`config.mk`:
```
export PLATFORM = sky130hd
export DESIGN_NAME = tlb_ptw
export DESIGN_NICKNAME = d
export VERILOG_FILES = /design/src/rtl/tlb_ptw.sv
export SDC_FILE = /design/constraint.sdc
export NUM_CORES = 1
export LEC_CHECK = 0
export CAP_MARGIN = 20
export CORE_ASPECT_RATIO = 2
export CORE_UTILIZATION = 60
export CTS_CLUSTER_DIAMETER = 40
export DETAILED_ROUTE_END_ITERATION = 8
export DONT_BUFFER_PORTS = 1
export MAX_ROUTING_LAYER = met4
export PLACE_DENSITY = 0.77
export SYNTH_ARGS = -nofsm -noshare
export SYNTH_HDL_FRONTEND = slang
export SYNTH_SLANG_ARGS = --single-unit
export TNS_END_PERCENT = 1
```
`constraint.sdc`:
```
create_clock -name clk -period 3.6 [get_ports clk]
set_clock_uncertainty 0.15 [all_clocks]
set_input_delay 0.9 -clock clk [delete_from_list [all_inputs] [get_ports clk]]
set_output_delay 0.9 -clock clk [all_outputs]
set_load 0.01 [all_outputs]
```
`src/rtl/tlb_ptw.sv`:
```
// Two-level page-table walker: turns a TLB miss into one or two PTE reads and
// returns a normalized leaf PTE (all-zero on any fault, including timeout).
module tlb_ptw #(
  parameter int unsigned TIMEOUT_CYCLES = 255
) (
  input  logic        clk,
  input  logic        rst,
  input  logic [19:0] root_ppn_i,
  input  logic        ptw_req_valid_i,
  output logic        ptw_req_ready_o,
  input  logic [31:0] ptw_vaddr_i,
  output logic        ptw_resp_valid_o,
  input  logic        ptw_resp_ready_i,
  output logic [31:0] ptw_pte_o,
  output logic        mem_req_valid_o,
  input  logic        mem_req_ready_i,
  output logic [31:0] mem_addr_o,
  input  logic        mem_resp_valid_i,
  output logic        mem_resp_ready_o,
  input  logic [31:0] mem_rdata_i,
  output logic        busy_o
);

  typedef enum logic [2:0] {
    S_IDLE    = 3'd0,
    S_L1_REQ  = 3'd1,
    S_L1_WAIT = 3'd2,
    S_L2_REQ  = 3'd3,
    S_L2_WAIT = 3'd4,
    S_RESPOND = 3'd5
  } state_t;

  localparam logic [7:0] TIMEOUT_LAST = 8'(TIMEOUT_CYCLES - 1);

  state_t      r_state;
  state_t      w_state_nxt;
  logic [9:0]  r_vpn0;
  logic [31:0] r_pte;
  logic [31:0] r_mem_addr;
  logic [7:0]  r_wait_cnt;
  logic        r_stale;

  logic [31:0] w_pte_nxt;
  logic [31:0] w_addr_nxt;
  logic [7:0]  w_cnt_nxt;
  logic        w_stale_nxt;
  logic        w_accept;
  logic        w_unused;

  function automatic logic is_pointer(input logic [31:0] d);
    return d[2] & ~d[1] & ~d[0];
  endfunction

  // L1 non-pointer: invalid or misaligned superpage faults, else 4 MiB leaf.
  function automatic logic [31:0] l1_result(input logic [31:0] d, input logic [9:0] vpn0);
    if (!d[2] || (d[21:12] != 10'd0)) return 32'd0;
    return {d[31:22], vpn0, 9'd0, 1'b1, d[1:0]};
  endfunction

  // L2 must be a valid leaf; a pointer here has nowhere to go.
  function automatic logic [31:0] l2_result(input logic [31:0] d);
    if (!d[2] || (d[1:0] == 2'b00)) return 32'd0;
    return {d[31:12], 9'd0, 1'b1, d[1:0]};
  endfunction

  always_comb begin
    w_state_nxt = r_state;
    w_pte_nxt   = r_pte;
    w_addr_nxt  = r_mem_addr;
    w_cnt_nxt   = r_wait_cnt;
    w_stale_nxt = r_stale;
    w_accept    = 1'b0;
    if (mem_resp_valid_i && r_stale) w_stale_nxt = 1'b0;
    case (r_state)
      S_IDLE: begin
        if (ptw_req_valid_i) begin
          w_accept    = 1'b1;
          w_addr_nxt  = {root_ppn_i, ptw_vaddr_i[31:22], 2'b00};
          w_state_nxt = S_L1_REQ;
        end
      end
      S_L1_REQ: begin
        if (mem_req_ready_i) begin
          w_state_nxt = S_L1_WAIT;
          w_cnt_nxt   = 8'd0;
        end
      end
      S_L2_REQ: begin
        if (mem_req_ready_i) begin
          w_state_nxt = S_L2_WAIT;
          w_cnt_nxt   = 8'd0;
        end
      end
      S_L1_WAIT, S_L2_WAIT: begin
        // A late response from a timed-out walk is dropped and restarts the wait.
        if (mem_resp_valid_i && r_stale) begin
          w_cnt_nxt = 8'd0;
        end else if (mem_resp_valid_i) begin
          w_state_nxt = S_RESPOND;
          if (r_state == S_L1_WAIT) begin
            if (is_pointer(mem_rdata_i)) begin
              w_state_nxt = S_L2_REQ;
              w_addr_nxt  = {mem_rdata_i[31:12], r_vpn0, 2'b00};
            end else begin
              w_pte_nxt = l1_result(mem_rdata_i, r_vpn0);
            end
          end else begin
            w_pte_nxt = l2_result(mem_rdata_i);
          end
        end else if (r_wait_cnt == TIMEOUT_LAST) begin
          w_state_nxt = S_RESPOND;
          w_pte_nxt   = 32'd0;
          w_stale_nxt = 1'b1;
        end else begin
          w_cnt_nxt = r_wait_cnt + 8'd1;
        end
      end
      S_RESPOND: begin
        if (ptw_resp_ready_i) w_state_nxt = S_IDLE;
      end
      default: w_state_nxt = S_IDLE;
    endcase
  end

  always_ff @(posedge clk) begin
    if (rst) begin
      r_state    <= S_IDLE;
      r_stale    <= 1'b0;
      r_wait_cnt <= 8'd0;
      r_pte      <= 32'd0;
      r_mem_addr <= 32'd0;
    end else begin
      r_state    <= w_state_nxt;
      r_stale    <= w_stale_nxt;
      r_wait_cnt <= w_cnt_nxt;
      r_pte      <= w_pte_nxt;
      r_mem_addr <= w_addr_nxt;
    end
  end

  always_ff @(posedge clk) begin
    if (w_accept) r_vpn0 <= ptw_vaddr_i[21:12];
  end

  assign ptw_req_ready_o  = !rst && (r_state == S_IDLE);
  assign ptw_resp_valid_o = !rst && (r_state == S_RESPOND);
  assign mem_req_valid_o  = !rst && ((r_state == S_L1_REQ) || (r_state == S_L2_REQ));
  assign mem_resp_ready_o = !rst;
  assign busy_o           = !rst && (r_state != S_IDLE);
  assign ptw_pte_o        = r_pte;
  assign mem_addr_o       = r_mem_addr;

  assign w_unused = ^{ptw_vaddr_i[11:0], mem_rdata_i[11:3]};

endmodule
```
# ---- After elaboration in Yosys (flattened, before gate mapping)
# Cells that the tools add are included.
dict set report word_totals {
  out_inout_bits 69
  latch_bits 0
  ff_bits 86
  rom_bits 0
  ramBits 0
  mem_count 0
}
dict set report op_classes {
  n_mul 0
  n_lt_le_gt_ge 0
  reduce_logical 23
  bitwise_logic 5
  eq_ne 19
  n_shift 0
  div_mod_pow 0
  n_addsub 1
  mux 47
}
# operator count
set ops {}
lappend ops {{$mux W32} 13}
lappend ops {{$pmux W32 S2} 1}
lappend ops {{$mux W8} 4}
lappend ops {{$mux W3} 9}
lappend ops {{$mux W1} 18}
lappend ops {{$ne A2 B2 Y1 const B} 8}
lappend ops {{$pmux W8 S2} 1}
lappend ops {{$pmux W3 S5} 1}
lappend ops {{$ne A3 B3 Y1 const B} 4}
lappend ops {{$reduce_and A6 Y1} 2}
lappend ops {{$reduce_bool A10 Y1} 1}
lappend ops {{$add A8 B1 Y8 const B} 1}
lappend ops {{$eq A8 B8 Y1 const B} 1}
lappend ops {{$reduce_and A4 Y1} 2}
lappend ops {{$eq A3 B2 Y1 const B} 2}
lappend ops {{$eq A3 B3 Y1 const B} 2}
lappend ops {{$reduce_bool A2 Y1} 3}
lappend ops {{$logic_and A1 B1 Y1} 5}
lappend ops {{$reduce_or A2 Y1} 2}
lappend ops {{$eq A3 B1 Y1 const B} 1}
lappend ops {{$logic_not A3 Y1} 1}
lappend ops {{$logic_or A1 B1 Y1} 3}
lappend ops {{$not A1 Y1} 3}
lappend ops {{$reduce_bool A3 Y1} 1}
lappend ops {{4 further kinds} 6}

# ---- Logic depth before layout (Yosys ltp)
# Gate-level depths: netlist of the first run.
dict set report depth {
  depth_word 12
  ltp_mapped 8
  depth_no_buf 6
}

# ---- Least setup slack after synthesis of the first run
# Ideal clock, no wire load.
dict set report synth_timing {
  path_type {input -> output}
  from {input rst}
  to {output busy_o}
  cell_stages 3
  slack_ns 0.977
  arrival_ns 1.573
  path_buffers 2
  path_cell_list {clkbuf_1 -> clkbuf_1 -> nor2_1}
}
dict set report synth_via {
  elab_chain_cells 2
}
# element line
set synth_rtl {}
lappend synth_rtl {{start, declared} 7} ;# input logic rst,
lappend synth_rtl {{$logic_not A1 Y1} 149} ;# assign busy_o = !rst && (r_state != S_IDLE);
lappend synth_rtl {{$logic_and A1 B1 Y1} 149}
lappend synth_rtl {{end, declared} 21} ;# output logic busy_o
# No other way between the ends.

# ---- Final worst setup path of the first run
dict set report layout_timing {
  from {register r_state[2]}
  to {register r_pte[17] (netlist: ptw_pte_o[17])}
}
dict set report layout_via {
  elab_chain_cells 3
  word_cells_on_any_way 7
  cone_classes {3 x eq/ne; 2 x mux; 2 x reduce/logical}
}
# element line
set layout_rtl {}
lappend layout_rtl {{start, declared} 35} ;# state_t r_state;
lappend layout_rtl {{start signal, assigned} 133} ;# r_state <= w_state_nxt;
lappend layout_rtl {{$eq A3 B2 Y1 or $eq A3 B3 Y1 (tied branches)} {74, 100}}
lappend layout_rtl {{$ne A3 B3 Y1 (no line) (tied with other cells)} -}
lappend layout_rtl {{$reduce_and A4 Y1 (no line) or $mux W32 (tied branches)} -}
lappend layout_rtl {{end signal, assigned} 136} ;# r_pte <= w_pte_nxt;
lappend layout_rtl {{end, declared} 38} ;# logic [31:0] r_pte;
# Parallel ways exist; a longest one is shown, timed or not.
# A chain may end at the register's enable or synchronous reset.

==> metrics.md, run 1 <==
| Metric | Value |
|---|---|
| Status | `complete, no violations` |
| WS Path Type | `register to register` |
| VDD IR max | `0.000817 V` |
| Minimum clock period after layout | `2.56 ns` |
| Final Setup Violations | `0` |
| Simple logic cell fraction of the synthesized area | `8.34%` |
| Layout cell share with drive strength beyond 1 | `11.9%` |
| Hold Crit Endpoint | `r_wait_cnt[7]` |
| DR iter-0 viols | `142` |
| Nature of the critical path endpoint | `register` |
| Die area | `6200 µm²` |
| Cell variety after synth | `47` |
| Final period util | `71.2%` |
| Achievable clock frequency | `390 MHz` |
| Syn Std Cell Area | `3520 µm²` |
| Fin. Hold Viols | `0` |
| Dpl hpwl | `6100 µm` |
| Pins Over Slew Limit | `0` |
| Boundary pin count | `159` |
| Crit path max fanout | `14` |
| Non-filler cells, final | `396` |
| Placed Area | `3500 µm²` |
| Final instance area | `3800 µm²` |
| Fillers | `442` |
| Total wire length | `8660 µm` |
| Post-Synth Adder-Cell Area | `0.710%` |
| Drc violations | `0` |
| Row count | `39` |
| Seq/Total Area, Yosys | `45.4%` |
| Total clock sinks | `75` |
| End of the worst register-to-register path | `ptw_pte_o[17]` |
| Final worst slack | `1.04 ns` |
| Footprint of the multi-input gates | `1750 µm²` |
| Crit start category | `register` |
| Average wire per standard cell | `21.9 µm` |
| P_leak | `1.64 nW` |
| Pwr/cell area | `873 nW/µm²` |
| Total Nets Final | `423` |
| RSZ-0062 raised after global routing | `false` |
| Post-CTS Setup Repair Bufs | `0` |
| CP required | `3.70 ns` |
| Min-delay worst type | `register to register` |
| Congestion Overflow GR | `0` |
| Worst Path Arrival | `2.67 ns` |
| Diode count | `0` |
| Starting Density | `62.3%` |
| Hold buffers post-CTS | `0` |
| RePlAce Congestion | `0.937` |
| CP startpoint | `r_state[2]` |
| Largest net degree at the start of global routing | `43` |
| Clock share of power | `27.1%` |
| Pre-CTS setup slack | `0.922 ns` |
| Sequential Power Share | `39.7%` |
| Number of global-route vias before repair | `2677` |
| Post-Synthesis Cells | `343` |
| Clk slew on worst S/H paths | `0.05 ns` |
| Synth Area in XOR/XNOR | `0.958%` |
| Initial antenna violation count | `0` |
| Top cells by area, synth | `dfxtp_1, mux2i_1, edfxtp_1` |
| Via count | `2733` |
| Fin Setup TNS | `0 ns` |
| Max transition margin | `36.3%` |
| Origin of the critical flop-to-flop path | `r_state[2]` |
| Yosys warns | `0` |
| Slew of the pin with the lowest slew margin | `0.952 ns` |
| Top-count cell post-synth | `dfxtp_1` |
| Min-delay src | `r_wait_cnt[7]` |
| Combinational share of power | `33.2%` |
| Placed Cells | `381` |
| DRT antenna net count | `0` |
| Yosys reg bits | `75` |
| Top cells by count, synth | `dfxtp_1, mux2i_1, a21oi_1` |
| Largest family of logic cells by synthesized area | `compound AO/OA/AOI/OAI gates` |
| CTS Buffer Depth | `2` |
| Hold path cells | `1` |
| Root buf cell | `clkbuf_16` |
| Internal Pwr Total | `0.00210 W` |
| Area Overhead vs Synth | `7.92%` |
| Resized cells post-CTS | `0` |
| Number of flops mapped to enable cells by yosys | `10` |
| Total core area | `5660 µm²` |
| CTS tree | `built` |
| Worst skew pair latency | `0.32 ns` |
| Ys flop type | `dfxtp_1` |
| Multiplexer area fraction after synthesis | `12.2%` |
| Reg2reg path depth | `4` |
| GRT Overall Usage | `28.3%` |
| FFs w/ async S/R, synth | `0%` |
| First-pass GRT wire length | `13100 µm` |
| First-pass iteration count of the detailed router | `5` |
| Psw | `0.00122 W` |
| DIE HEIGHT | `110 µm` |
| Compound-Gate Fraction of Synth Area | `25.9%` |
| Port-buffer cells | `0` |
| Sequential Area | `1600 µm²` |
| Die W | `56.2 µm` |
| Switching part of the total power | `36.7%` |
| Vias per std cell | `6.90` |
| Reg2Reg Setup Slack | `1.04 ns` |
| Max Cap Viol | `0` |
| Area leader, netlist | `dfxtp_1` |
| Num CTS Buffers | `9` |
| H-tree Lvls | `3` |
| Mapped Avg Cell Area | `10.3 µm²` |
| Share of the synthesized area in the top cell type | `36.9%` |
-- cells by family after synthesis --
group	after synthesis
xor+xnor	3
flops	75
simple gates	53
fa+ha+maj	2
other cells	1
buf+inv	45
mux	43
compound gates	121
-- per-stage QoR --
step	hold slack [ns]	util, %	total power (W)
floorplan	0.301	-	0.00219
global placement	0.329	61.8	0.00240
detailed placement	0.339	61.8	0.00243
CTS	0.351	67.2	0.00334
global route	0.376	67.2	0.00351
finish	0.355	67.2	0.00332
-- per-layer routing --
layer	share of wire (%)	vias to the layer above	track usage [%]	routed length, µm
met5	0	-	-	0
met4	4.2	0	15.7	363
met3	5.6	28	7.23	487
met2	52	120	47.2	4520
met1	38	1315	30.5	3290
li1	-	1270	-	-
-- cells in the final DEF, fill, tap and decap left out, types with 2 or more instances in the layout --
master | netlist | routed
clkbuf_1 | 20 | 3
nor2b_1 | 2 | 2
a31o_2 | 2 | 2
nor4_1 | 3 | 3
nand2_1 | 9 | 8
o22ai_1 | 3 | 3
a21o_1 | 2 | 2
o21ai_0 | 4 | 4
o22a_1 | 6 | 6
mux2i_1 | 43 | 43
nand4_1 | 2 | 2
conb_1 | 1 | 11
and2_1 | 2 | 2
a2111oi_0 | 2 | 2
ha_1 | 2 | 2
nor3_1 | 2 | 2
nand2b_1 | 2 | 2
clkbuf_16 | 0 | 10
a211oi_1 | 33 | 33
nand3_1 | 6 | 6
a22o_1 | 12 | 12
nor2_1 | 12 | 11
or4_1 | 3 | 3
edfxtp_1 | 10 | 10
and3_1 | 4 | 4
o2bb2ai_2 | 10 | 10
buf_4 | 12 | 7
inv_1 | 4 | 4
dfxtp_1 | 65 | 65
a31oi_1 | 7 | 6
a21oi_1 | 34 | 34
a41oi_1 | 2 | 2
-- how the worst max path moves through the flow --
stage	end	cells past startpoint
3_3_place_gp	ptw_pte_o[16]	4
6_report	ptw_pte_o[17]	4
4_1_cts	ptw_pte_o[16]	4
2_1_floorplan	busy_o	3
5_1_grt	ptw_pte_o[16]	4
3_5_place_dp	ptw_pte_o[17]	4
-- sequential cells by signal (all words and copies together), names as in the netlist --
name,flops
mem_addr_o,30
r_vpn0,10
r_wait_cnt,8
r_state,3
r_stale,1
ptw_pte_o,23
-- worst max-delay path, cell delays in order, from the launching register on --
cell and delay (ns):
dfxtp_1 0.65, or3b_2 0.51, a31oi_1 0.13, or4_1 0.80, o2bb2ai_2 0.24
-- area by class of cell --
cell class,count,share of cell area [%]
multi-input cells,233,46.0
well taps,61,2.01
flip-flops and latches,75,42.1
clock inverters,1,0.789
inverters,5,0.493
repair buffers,7,1.38
clock buffers,14,7.24
-- power by group through the flow --
stage	registers [W]	logic (W)	clock network [W]
floorplan	0.00125	0.000939	0
global placement	0.00133	0.00107	0
detailed placement	0.00133	0.00110	0
CTS	0.00132	0.00110	0.000914
global route	0.00134	0.00121	0.000954
finish	0.00132	0.00110	0.000899
Note: power is estimated with default switching activity, not from simulation.
==> run 2, diff against run 1 <==
==> constraint.sdc (replaced) <==
create_clock -name clk -period 2.51 [get_ports clk]
set_clock_uncertainty 0.15 [all_clocks]
set_input_delay 0.6275 -clock clk [delete_from_list [all_inputs] [get_ports clk]]
set_output_delay 0.6275 -clock clk [all_outputs]
set_load 0.01 [all_outputs]
==> metrics.md, run 2 (synthesis gave the netlist of run 1 again) <==
| Metric | Value |
|---|---|
| Status | `complete, no violations (unchanged)` |
| Max Cap Viol | `0 (unchanged)` |
| Clk slew on worst S/H paths | `0.06 ns (was 0.05 ns)` |
| WS Path Type | `register to register (unchanged)` |
| Fillers | `428 (was 442)` |
| Crit start category | `register (unchanged)` |
| Largest net degree at the start of global routing | `43 (unchanged)` |
| Hold buffers post-CTS | `0 (unchanged)` |
| CTS Buffer Depth | `2 (unchanged)` |
| Diode count | `0 (unchanged)` |
| Resized cells post-CTS | `0 (unchanged)` |
| Area Overhead vs Synth | `8.95% (was 7.92%)` |
| Crit path max fanout | `8 (was 14)` |
| Slew of the pin with the lowest slew margin | `0.678 ns (was 0.952 ns)` |
| DIE HEIGHT | `110 µm (unchanged)` |
| Total core area | `5660 µm² (unchanged)` |
| Fin. Hold Viols | `0 (unchanged)` |
| Vias per std cell | `6.71 (was 6.90)` |
| CTS tree | `built (unchanged)` |
| Total clock sinks | `75 (unchanged)` |
| P_leak | `1.66 nW (was 1.64 nW)` |
| RSZ-0062 raised after global routing | `false (unchanged)` |
| First-pass GRT wire length | `12700 µm (was 13100 µm)` |
| First-pass iteration count of the detailed router | `4 (was 5)` |
| Final instance area | `3840 µm² (was 3800 µm²)` |
| Number of global-route vias before repair | `2573 (was 2677)` |
| Crit path buf inv count | `0 (unchanged)` |
| Worst Path Arrival | `2.31 ns (was 2.67 ns)` |
| Final Setup Violations | `0 (unchanged)` |
| Reg2reg path depth | `5 (was 4)` |
| Average wire per standard cell | `20.8 µm (was 21.9 µm)` |
| CP Cell Sequence | `ha_1 -> and3_1 -> a2111oi_0 -> a221o_1 -> mux2i_1 (was or3b_2 -> a31oi_1 -> or4_1 -> o2bb2ai_2)` |
| Post-CTS Setup Repair Bufs | `0 (unchanged)` |
| Via count | `2705 (was 2733)` |
| H-tree Lvls | `3 (unchanged)` |
| Hold WS | `0.225 ns (was 0.355 ns)` |
| Total Nets Final | `429 (was 423)` |
| Origin of the critical flop-to-flop path | `r_wait_cnt[1] (was r_state[2])` |
| VDD IR max | `0.00103 V (was 0.000817 V)` |
| Layout cell share with drive strength beyond 1 | `14.0% (was 11.9%)` |
| Pwr/cell area | `1240 nW/µm² (was 873 nW/µm²)` |
| Die area | `6200 µm² (unchanged)` |
| GRT Overall Usage | `27.2% (was 28.3%)` |
| Slowest cell on the critical path | `a2111oi_0 (was or4_1)` |
| Total wire length | `8400 µm (was 8660 µm)` |
| Crit-path max cell delay | `0.67 ns (was 0.80 ns)` |
| Sequential Power Share | `39.0% (was 39.7%)` |
| Clock share of power | `26.4% (was 27.1%)` |
| Port-buffer cells | `0 (unchanged)` |
| Hold path cells | `1 (unchanged)` |
| Max transition margin | `53.6% (was 36.3%)` |
| Min-delay worst type | `input pin to register (was register to register)` |
| Largest register FFs | `30 (unchanged)` |
| Minimum clock period after layout | `2.21 ns (was 2.56 ns)` |
| Util after Layout | `67.8% (was 67.2%)` |
| Combinational share of power | `34.5% (was 33.2%)` |
| Psw | `0.00177 W (was 0.00122 W)` |
| Root buf cell | `clkbuf_16 (unchanged)` |
| Row count | `39 (unchanged)` |
| DRT antenna net count | `0 (unchanged)` |
| Dpl hpwl | `6110 µm (was 6100 µm)` |
| Min-delay src | `rst (was r_wait_cnt[7])` |
| CP required | `2.61 ns (was 3.70 ns)` |
| Boundary pin count | `159 (unchanged)` |
| Top delay family on crit path | `compound AO/OA/AOI/OAI gates (was simple AND/OR/NAND/NOR gates)` |
| Achievable clock frequency | `453 MHz (was 390 MHz)` |
| Final period util | `88.0% (was 71.2%)` |
| Drc violations | `0 (unchanged)` |
| End of the worst register-to-register path | `r_state[1] (was ptw_pte_o[17])` |
| DR iter-0 viols | `155 (was 142)` |
| Reg2Reg Setup Slack | `0.30 ns (was 1.04 ns)` |
| Hold Crit Endpoint | `r_wait_cnt[0] (was r_wait_cnt[7])` |
| Num CTS Buffers | `9 (unchanged)` |
| Initial antenna violation count | `0 (unchanged)` |
| Nature of the critical path endpoint | `register (unchanged)` |
| Pins Over Slew Limit | `0 (unchanged)` |
| Placed Area | `3540 µm² (was 3500 µm²)` |
| Highest-count cells in the layout ignoring fill and taps | `dfxtp_1, mux2i_1, a21oi_1 (unchanged)` |
| Switching part of the total power | `37.3% (was 36.7%)` |
| RePlAce Congestion | `0.843 (was 0.937)` |
| Internal Pwr Total | `0.00298 W (was 0.00210 W)` |
| Die W | `56.2 µm (unchanged)` |
| Congestion Overflow GR | `0 (unchanged)` |
| Worst skew pair latency | `0.32 ns (about the same)` |
| Starting Density | `62.3% (unchanged)` |
| Commonest non-fill, non-tap cell in the layout | `dfxtp_1 (unchanged)` |
| Fin Setup TNS | `0 ns (unchanged)` |
==> run 2: final cells by class <==
| cell class | instances | area [µm²] | share of cell area, % |
|---|---|---|---|
| clock buffer | 12 | 246 | 6.42 |
| multi-input combinational | 233 | 1750 | 45.6 |
| tap | 61 | 76.3 | 1.99 |
| inverter | 5 | 18.8 | 0.489 |
| sequential | 75 | 1600 | 41.7 |
| clock inverter | 4 | 50.0 | 1.30 |
| timing repair buffer | 13 | 97.6 | 2.54 |
==> run 2: power by group through the flow <==
| stage | registers, W | clock network (W) | logic, W |
|---|---|---|---|
| 6_report | 0.00185 | 0.00126 | 0.00164 |
| 5_1_grt | 0.00189 | 0.00133 | 0.00181 |
| 4_1_cts | 0.00186 | 0.00129 | 0.00164 |
| 3_5_place_dp | 0.00188 | 0 | 0.00163 |
| 3_3_place_gp | 0.00187 | 0 | 0.00160 |
| 2_1_floorplan | 0.00180 | 0 | 0.00135 |
==> run 2: stage by stage <==
stage / power [W] / std cells / setup WS [ns]
finish: 0.00475 / 403 / 0.301
global route: 0.00503 / 403 / 0.236
CTS: 0.00478 / 403 / 0.301
detailed placement: 0.00351 / 387 / 0.304
global placement: 0.00347 / 387 / 0.298
floorplan: 0.00315 / 353 / 0.304
==> run 2: worst max path at each step <==
stage,startpoint,endpoint,slack (ns),cells after the start
after floorplan,mem_resp_valid_i,ptw_pte_o[12],0.30,7
after global placement,mem_rdata_i[21],ptw_pte_o[16],0.30,5
after detailed placement,mem_rdata_i[21],ptw_pte_o[15],0.30,5
after CTS,r_state[2],ptw_req_ready_o,0.30,2
after global routing,r_wait_cnt[1],r_state[1],0.24,5
final,r_wait_cnt[1],r_state[1],0.30,5
==> run 2: layer usage <==
layer	up-vias	track usage (%)	routed length, µm
met2	121	46.3	4550
met5	-	-	0
met3	10	7.00	530
met4	0	12.2	157
met1	1296	29.7	3160
li1	1278	-	-
